File: src/rtl/lcd_image_scan.sv
// LCD raster scanner with image-ROM address generation and output pixel formatting.
// A free-running x/y raster drives a registered ROM address for every on-screen image
// pixel. The returned RGB565 word is merged with sync/DE flags that have been delayed to
// match the ROM latency, so every pin carries the same ROM_LAT+2 clock latency.
module lcd_image_scan #(
    parameter int          H_ACTIVE   = 480,
    parameter int          H_FP       = 8,
    parameter int          H_SYNC     = 4,
    parameter int          H_BP       = 43,
    parameter int          V_ACTIVE   = 272,
    parameter int          V_FP       = 8,
    parameter int          V_SYNC     = 4,
    parameter int          V_BP       = 12,
    parameter int          IMG_W      = 64,
    parameter int          IMG_H      = 32,
    parameter int          IMG_X      = 176,
    parameter int          IMG_Y      = 104,
    parameter int          SCALE_LOG2 = 1,
    parameter int          ROM_LAT    = 2,
    parameter logic [15:0] BG_COLOR   = 16'h0000
) (
    input  logic        clk,
    input  logic        reset,
    output logic [10:0] ad,
    input  logic [15:0] data,
    output logic        hsync_n,
    output logic        vsync_n,
    output logic        de,
    output logic [4:0]  r,
    output logic [5:0]  g,
    output logic [4:0]  b,
    output logic        frame
);

    localparam int H_TOTAL   = H_ACTIVE + H_FP + H_SYNC + H_BP;
    localparam int V_TOTAL   = V_ACTIVE + V_FP + V_SYNC + V_BP;
    localparam int XW        = $clog2(H_TOTAL);
    localparam int YW        = $clog2(V_TOTAL);
    localparam int HS_BEG    = H_ACTIVE + H_FP;
    localparam int HS_END    = HS_BEG + H_SYNC;
    localparam int VS_BEG    = V_ACTIVE + V_FP;
    localparam int VS_END    = VS_BEG + V_SYNC;
    localparam int IMG_X_END = IMG_X + (IMG_W << SCALE_LOG2);
    localparam int IMG_Y_END = IMG_Y + (IMG_H << SCALE_LOG2);

    localparam logic [XW-1:0] X_LAST = XW'(H_TOTAL - 1);
    localparam logic [YW-1:0] Y_LAST = YW'(V_TOTAL - 1);

    // The address bus is 11 bits, the bank decode relies on IMG_W being a power of two,
    // and the flag delay line needs at least one stage.
    generate
        if (IMG_W * IMG_H > 2048) begin : g_bad_size
            $error("lcd_image_scan: IMG_W*IMG_H exceeds the 2048-word ROM");
        end
        if ((IMG_W < 1) || ((IMG_W & (IMG_W - 1)) != 0)) begin : g_bad_width
            $error("lcd_image_scan: IMG_W must be a power of two");
        end
        if (ROM_LAT < 1) begin : g_bad_lat
            $error("lcd_image_scan: ROM_LAT must be at least 1");
        end
    endgenerate

    // Per-pixel timing flags that travel alongside the ROM request.
    typedef struct packed {
        logic vld;   // visible pixel (becomes de)
        logic hs;    // inside horizontal sync pulse
        logic vs;    // inside vertical sync pulse
        logic img;   // visible pixel covered by the image window
        logic sof;   // pixel (0,0), start of frame
    } flags_t;

    // Picks the pin colour: ROM word inside the image, background elsewhere on screen,
    // black during blanking.
    function automatic logic [15:0] fmt_pixel(input flags_t f, input logic [15:0] word);
        if (f.img) begin
            return word;
        end else if (f.vld) begin
            return BG_COLOR;
        end else begin
            return 16'h0000;
        end
    endfunction

    // ---------------- stage 0: raster counters ----------------
    logic [XW-1:0] x_p0;
    logic [YW-1:0] y_p0;
    int            x_i;
    int            y_i;
    int            col_p0;
    int            row_p0;
    flags_t        flags_p0;
    logic [10:0]   addr_p0;

    // x sweeps the whole line, y advances on each x wrap; both restart at (0,0) on reset.
    always_ff @(posedge clk or posedge reset) begin
        if (reset) begin
            x_p0 <= '0;
            y_p0 <= '0;
        end else if (x_p0 == X_LAST) begin
            x_p0 <= '0;
            y_p0 <= (y_p0 == Y_LAST) ? '0 : y_p0 + YW'(1);
        end else begin
            x_p0 <= x_p0 + XW'(1);
        end
    end

    // Decode the current raster position into flags and the image word it maps to.
    always_comb begin
        x_i          = int'(x_p0);
        y_i          = int'(y_p0);
        flags_p0     = '0;
        flags_p0.vld = (x_i < H_ACTIVE) && (y_i < V_ACTIVE);
        flags_p0.hs  = (x_i >= HS_BEG) && (x_i < HS_END);
        flags_p0.vs  = (y_i >= VS_BEG) && (y_i < VS_END);
        flags_p0.sof = (x_i == 0) && (y_i == 0);
        // Requiring vld clips the image at the right and bottom screen edges.
        flags_p0.img = flags_p0.vld &&
                       (x_i >= IMG_X) && (x_i < IMG_X_END) &&
                       (y_i >= IMG_Y) && (y_i < IMG_Y_END);
        // Shifting the window offset implements the 2^S pixel/line replication.
        col_p0       = (x_i - IMG_X) >>> SCALE_LOG2;
        row_p0       = (y_i - IMG_Y) >>> SCALE_LOG2;
        addr_p0      = 11'(row_p0 * IMG_W + col_p0);
    end

    // ---------------- stage 1: ROM address register ----------------
    flags_t flags_p1;

    // ad only moves on image pixels. Outside the window it holds, so the combinational
    // bank select on ad[10] stays put while the last image words are still in the ROM.
    always_ff @(posedge clk or posedge reset) begin
        if (reset) begin
            ad       <= '0;
            flags_p1 <= '0;
        end else begin
            flags_p1 <= flags_p0;
            if (flags_p0.img) begin
                ad <= addr_p0;
            end
        end
    end

    // ---------------- stage 2: flag delay matching the ROM latency ----------------
    flags_t flags_p2 [ROM_LAT];

    // Shift the flags ROM_LAT clocks so they line up with the word the ROM returns.
    always_ff @(posedge clk or posedge reset) begin
        if (reset) begin
            for (int i = 0; i < ROM_LAT; i++) begin
                flags_p2[i] <= '0;
            end
        end else begin
            flags_p2[0] <= flags_p1;
            for (int i = 1; i < ROM_LAT; i++) begin
                flags_p2[i] <= flags_p2[i-1];
            end
        end
    end

    // ---------------- stage 3: output registers ----------------
    logic [15:0] rgb_p3;

    // Register the pins together so sync, DE, frame and colour share one latency.
    always_ff @(posedge clk or posedge reset) begin
        if (reset) begin
            hsync_n <= 1'b1;
            vsync_n <= 1'b1;
            de      <= 1'b0;
            frame   <= 1'b0;
            rgb_p3  <= 16'h0000;
        end else begin
            hsync_n <= ~flags_p2[ROM_LAT-1].hs;
            vsync_n <= ~flags_p2[ROM_LAT-1].vs;
            de      <= flags_p2[ROM_LAT-1].vld;
            frame   <= flags_p2[ROM_LAT-1].sof;
            rgb_p3  <= fmt_pixel(flags_p2[ROM_LAT-1], data);
        end
    end

    assign r = rgb_p3[15:11];
    assign g = rgb_p3[10:5];
    assign b = rgb_p3[4:0];

endmodule

File: config.mk
export PLATFORM = sky130hd
export DESIGN_NAME = lcd_image_scan
export DESIGN_NICKNAME = d
export VERILOG_FILES = /design/src/rtl/lcd_image_scan.sv
export SDC_FILE = /design/constraint.sdc
export NUM_CORES = 1
export LEC_CHECK = 0
export ABC_AREA = 1
export CORE_ASPECT_RATIO = 0.7
export CORE_MARGIN = 1
export CORE_UTILIZATION = 50
export DETAILED_ROUTE_END_ITERATION = 8
export PLACE_DENSITY = 0.77
export REMOVE_ABC_BUFFERS = 1
export SYNTH_ARGS = -nofsm -noshare
export SYNTH_HDL_FRONTEND = slang
export SYNTH_SLANG_ARGS = --single-unit
export TNS_END_PERCENT = 5
File: constraint.sdc
create_clock -name clk -period 2.6 [get_ports clk]
set_input_delay 0.52 -clock clk [delete_from_list [all_inputs] [get_ports clk]]
set_output_delay 0.52 -clock clk [all_outputs]
set_load 0.1 [all_outputs]
== After elaboration in Yosys (flattened, before gate mapping) ==
Cells that the tools add are included.
Storage, ports and cells
  register bits: 65
  input bits: 18
  logic and storage cells: 55
Cells by class
  add/sub/neg operators: 5
  $lt $le $gt $ge: 10
  eq/ne operators: 2
  muxes and demuxes: 3
  bitwise operators: 2
  reductions and logical operators: 10
Operator list (count)
  $lt 10x9->1 const B: 3
  $lt 9x9->1 const B: 2
  $mux 16: 1
  $add 11x10->11: 1
  $sub 10x8->11 const B: 1
  $add 10x1->10 const B: 1
  $eq 10x10->1 const B: 1
  $ge 10x8->1 const B: 1
  $ge 10x9->1 const B: 1
  $logic_not 10->1: 1
  $mux 10: 1
  $add 9x1->9 const B: 1
  $eq 9x9->1 const B: 1
  $ge 9x7->1 const B: 1
  $ge 9x9->1 const B: 1
  $logic_not 9->1: 1
  $lt 9x8->1 const B: 1
  $mux 9: 1
  $logic_and 1x1->1: 8
  $sub 6x6->6 const B: 1
  $not 1->1: 2

== Longest topological paths before layout ==
  depth after elaboration: 6
  depth in mapped cells: 14

== Worst setup path after synthesis ==
No wires, ideal clock.
  path type: register to register
  start point: register x_p0[4]
  end point: register ad[10]
  data arrival time: 1.798 ns
  data required time: 2.478 ns
  setup slack: 0.680 ns
  stages on the path, launching flop included: 14
  buffers on the path: 0
  clock period less this slack: 1.920 ns
  cells stage by stage: dfrtp_1 ha_1 inv_1 nand2_1 nand2_1 nand3_1 inv_1 ha_1 a21oi_1 nand3_1 nand2_1 nand2_1 nand2_1 o21ai_2
Between the ends
  longest elaborated chain between the ends: 6
  elaborated cells on any way between the ends: 10
RTL lines
  from (decl): RTL line 85  | logic [XW-1:0] x_p0;
  from (signal assigned): RTL line 103  | x_p0 <= x_p0 + XW'(1);
  branches (longest 6 deep; another with $sub 10x8->11)
  to (signal assigned): RTL line 138  | ad <= addr_p0;
  to (decl): RTL line 24  | output logic [10:0] ad,
Several ways; the timed one is not identified.
A chain may end at the register's enable or synchronous reset.

== Worst setup path after layout ==
Ends and elaborated chain as after synthesis.

==> flow_summary.ini <==
[detailed_routing]
drt_iter0_drc = 105
wl_per_cell_um = 13.6
route.detailed.vias_per_inst = 4.97
ant_nets = 0
met1_length_mm = 2.91
routed-wl-met3_um = 577
route.met2.wl_mm = 2.71
routed_wirelength_mm = 6.28
first_pass_iters = 4
vias = 2292
drc = 0
top_layer_used = met4

[grt]
first_global_vias = 2164
overflow = 0
grt_pass1_wl_mm = 10.4
grt_usage_pct = 22.2
antenna_found_initial = 0
grt_start_max_net_pins = 66

[cts]
clockBufferDepth = 2
cts_root_buf = clkbuf_8
clk_pin_slew_worst_paths_ps = 80
cts.hold.buffers_added = 0
post_cts_buffers = 0
clock-sinks = 65
cts_tree = yes
htree_levels = 3
cts_buffers = 9
cts.repair.resized = 0
clkLatencyLatePin_ps = 340

[die]
fp.dieH_um = 67.6
die_area_sq_um = 6460
start_util_pct = 52.8
rows = 23
num_io_pins = 49
core_area_sq_um = 5810
dieWidth_um = 95.7

[power_and_ir_drop]
swShare_pct = 21.2
ir_drop_mv = 0.276
p_sw_mw = 0.424
p_int_mw = 1.58
p_leak_nw = 2.01
p_per_area_nw_per_um2 = 535
p_clk_share_pct = 47.1
p_comb_share_pct = 2.4
seq_power_share_pct = 50.4

[worst_setup_path]
critical_path_required_ps = 2830
max_stage_delay_ps = 490
cp_data_arrival_time_ps = 2420
critPathTopFamily = simple AND/OR/NAND/NOR gates
critPathMaxFanout = 8
critPathKind = reg2reg
cp-start-kind = flop
r2r_setup_slack_ps = 410
cp_cell_sequence = ha_1, inv_1, nand2_1, nand2_1, nand3_1, inv_1, ha_1, a21oi_1, nand3_1, nand2_1, nand2_1, nand2_1, o21ai_2
r2r_end = ad[10]
crit_slowest_cell = dfrtp_1
critPathBufInv = 2
crit_top_cell = nand2_1
reg2regPathDepth = 13
r2r-start = x_p0[4]
cp-end-kind = flop

[place]
preCtsSetupSlack_ps = 436
port-buffer-count = 48
post-place-cells = 445
place_hpwl_mm = 4.46
globalplace.congestion = 0.956

[yosys]
postSynthAreaPerCell_sq_um = 9.36
synth_edf_count = 0
yosysSeqAreaShare_pct = 53.1
ys_ff_latch = 65
ys_async_sr_fraction_pct = 100
synth_ff_type = dfrtp_1
yosysUniqueCellTypes = 34
syn-cell-area_sq_um = 3070
ys_warn_count = 0
synth_cells = 328

[finish]
syn_to_final_growth_pct = 21.9
post-route-util_pct = 64.4
nNetsFinal = 416
antenna_cells = 0
drive_above_1_share_pct = 21.2
stdcell_count = 461
n_fill_cell = 495

[hold_path]
hold_path_end = frame
min_path_cells = 0
hp-class = reg2reg
hold_start = flags_p2[0]

[sta]
post-route-min-period_ps = 2190
period_share_pct = 84.2
setup_viol = 0
layout_setup_ws_ps = 411
slew_headroom_pct = 66.3
rsz0062_at_grt = no
timing.final.hold_violations = 0
worst_pin_slew_ps = 506
fin_skew_ps = 10.5
max_freq_ghz = 0.457
slew_violations = 0
fin_tns_setup_ps = 0

[flow_run]
maxCapViolations = 0

[outcome]
status = finished, final reports clean
## logic make-up after synthesis
| group | after synthesis | share of synthesized area (%) |
|---|---|---|
| fa+ha+maj | 17 | 7.17 |
| buf+inv | 62 | 9.09 |
| simple gates | 142 | 21.4 |
| xor+xnor | 6 | 1.71 |
| flops | 65 | 53.1 |
| compound gates | 36 | 7.54 |
## area by class of cell
cell class	instances	area, sq um	share of cell area (%)
timing repair buffer	50	430	11.5
multi-input combinational	201	1160	31.0
clock inverter	6	90.1	2.41
tap	75	93.8	2.51
clock buffer	10	128	3.41
sequential	65	1630	43.5
inverter	54	210	5.61
## metal layers
| metal | vias up | global-route usage [%] |
|---|---|---|
| met3 | 8 | 7.32 |
| li1 | 1135 | - |
| met4 | 0 | 9.33 |
| met1 | 1068 | 30.3 |
| met2 | 81 | 32.7 |
| met5 | - | 0 |
## sequential cells by signal, summed over array words and instances (netlist names)
name      count
rgb_p3       16
vsync_n       1
hsync_n       1
flags_p1      5
ad           11
x_p0         10
frame         1
y_p0          9
flags_p2     10
de            1
## cell usage after synthesis, types with 2 or more instances
master,n,area (sq um)
a21oi_1,13,65.1
buf_6,5,56.3
clkbuf_1,2,7.51
dfrtp_1,63,1580
dfstp_2,2,52.6
ha_1,16,200
inv_1,51,191
nand2_1,71,267
nand2_2,9,56.3
nand3_1,19,95.1
nand3_2,2,20.0
nand4_1,6,37.5
nor2_1,20,75.1
nor2_4,2,22.5
nor3_1,6,30.0
o21ai_0,8,40.0
o21ai_2,12,105
xnor2_1,2,17.5
xor2_1,4,35.0
## worst register-to-register path, delay by kind of cell (launching register included)
family,cells,cell delay (ps)
flip-flops,1,490
buffers and inverters,2,150
AO/OA/AOI/OAI,2,250
AND/OR/NAND/NOR,7,610
adder cells (fa/ha/maj),2,580
## worst max-delay path by stage
stage          endpoint  cells past startpoint  startpoint
2_1_floorplan     ad[0]                      1       reset
3_3_place_gp     ad[10]                     13     x_p0[4]
3_5_place_dp     ad[10]                     13     x_p0[4]
4_1_cts          ad[10]                     13     x_p0[4]
5_1_grt          ad[10]                     14     x_p0[4]
6_report         ad[10]                     13     x_p0[4]
## power groups by stage
stage	clock (mW)	combinational, mW	sequential (mW)
after floorplan	0	0.0147	1.03
after global placement	0	0.0499	1.03
after detailed placement	0	0.0502	1.03
after CTS	0.964	0.0505	1.01
after global routing	1.00	0.0548	1.01
final	0.944	0.0487	1.01
## layout by cell type, fill, tap and decap left out, drive strengths merged, types with 2 or more instances in the layout
cell type / synthesis / final
dfstp: 2 / 2
xnor2: 2 / 2
nand3: 21 / 21
buf: 6 / 33
nand4: 7 / 7
clkinv: 1 / 3
nor2: 23 / 23
bufinv: 0 / 2
a21oi: 13 / 13
dfrtp: 63 / 63
nand2: 80 / 80
inv: 53 / 54
clkbuf: 2 / 10
o21ai: 21 / 21
ha: 16 / 16
clkdlybuf4s50: 0 / 17
nor3: 7 / 7
xor2: 4 / 4
## through the flow
step,power (mW),hold slack [ps],cell area (sq um)
after CTS,2.03,349,3740
after global placement,1.08,331,3530
after global routing,2.07,352,3740
final,2.00,349,3740
after floorplan,1.04,331,3000
after detailed placement,1.08,335,3530
(Power assumes the default switching activity.)
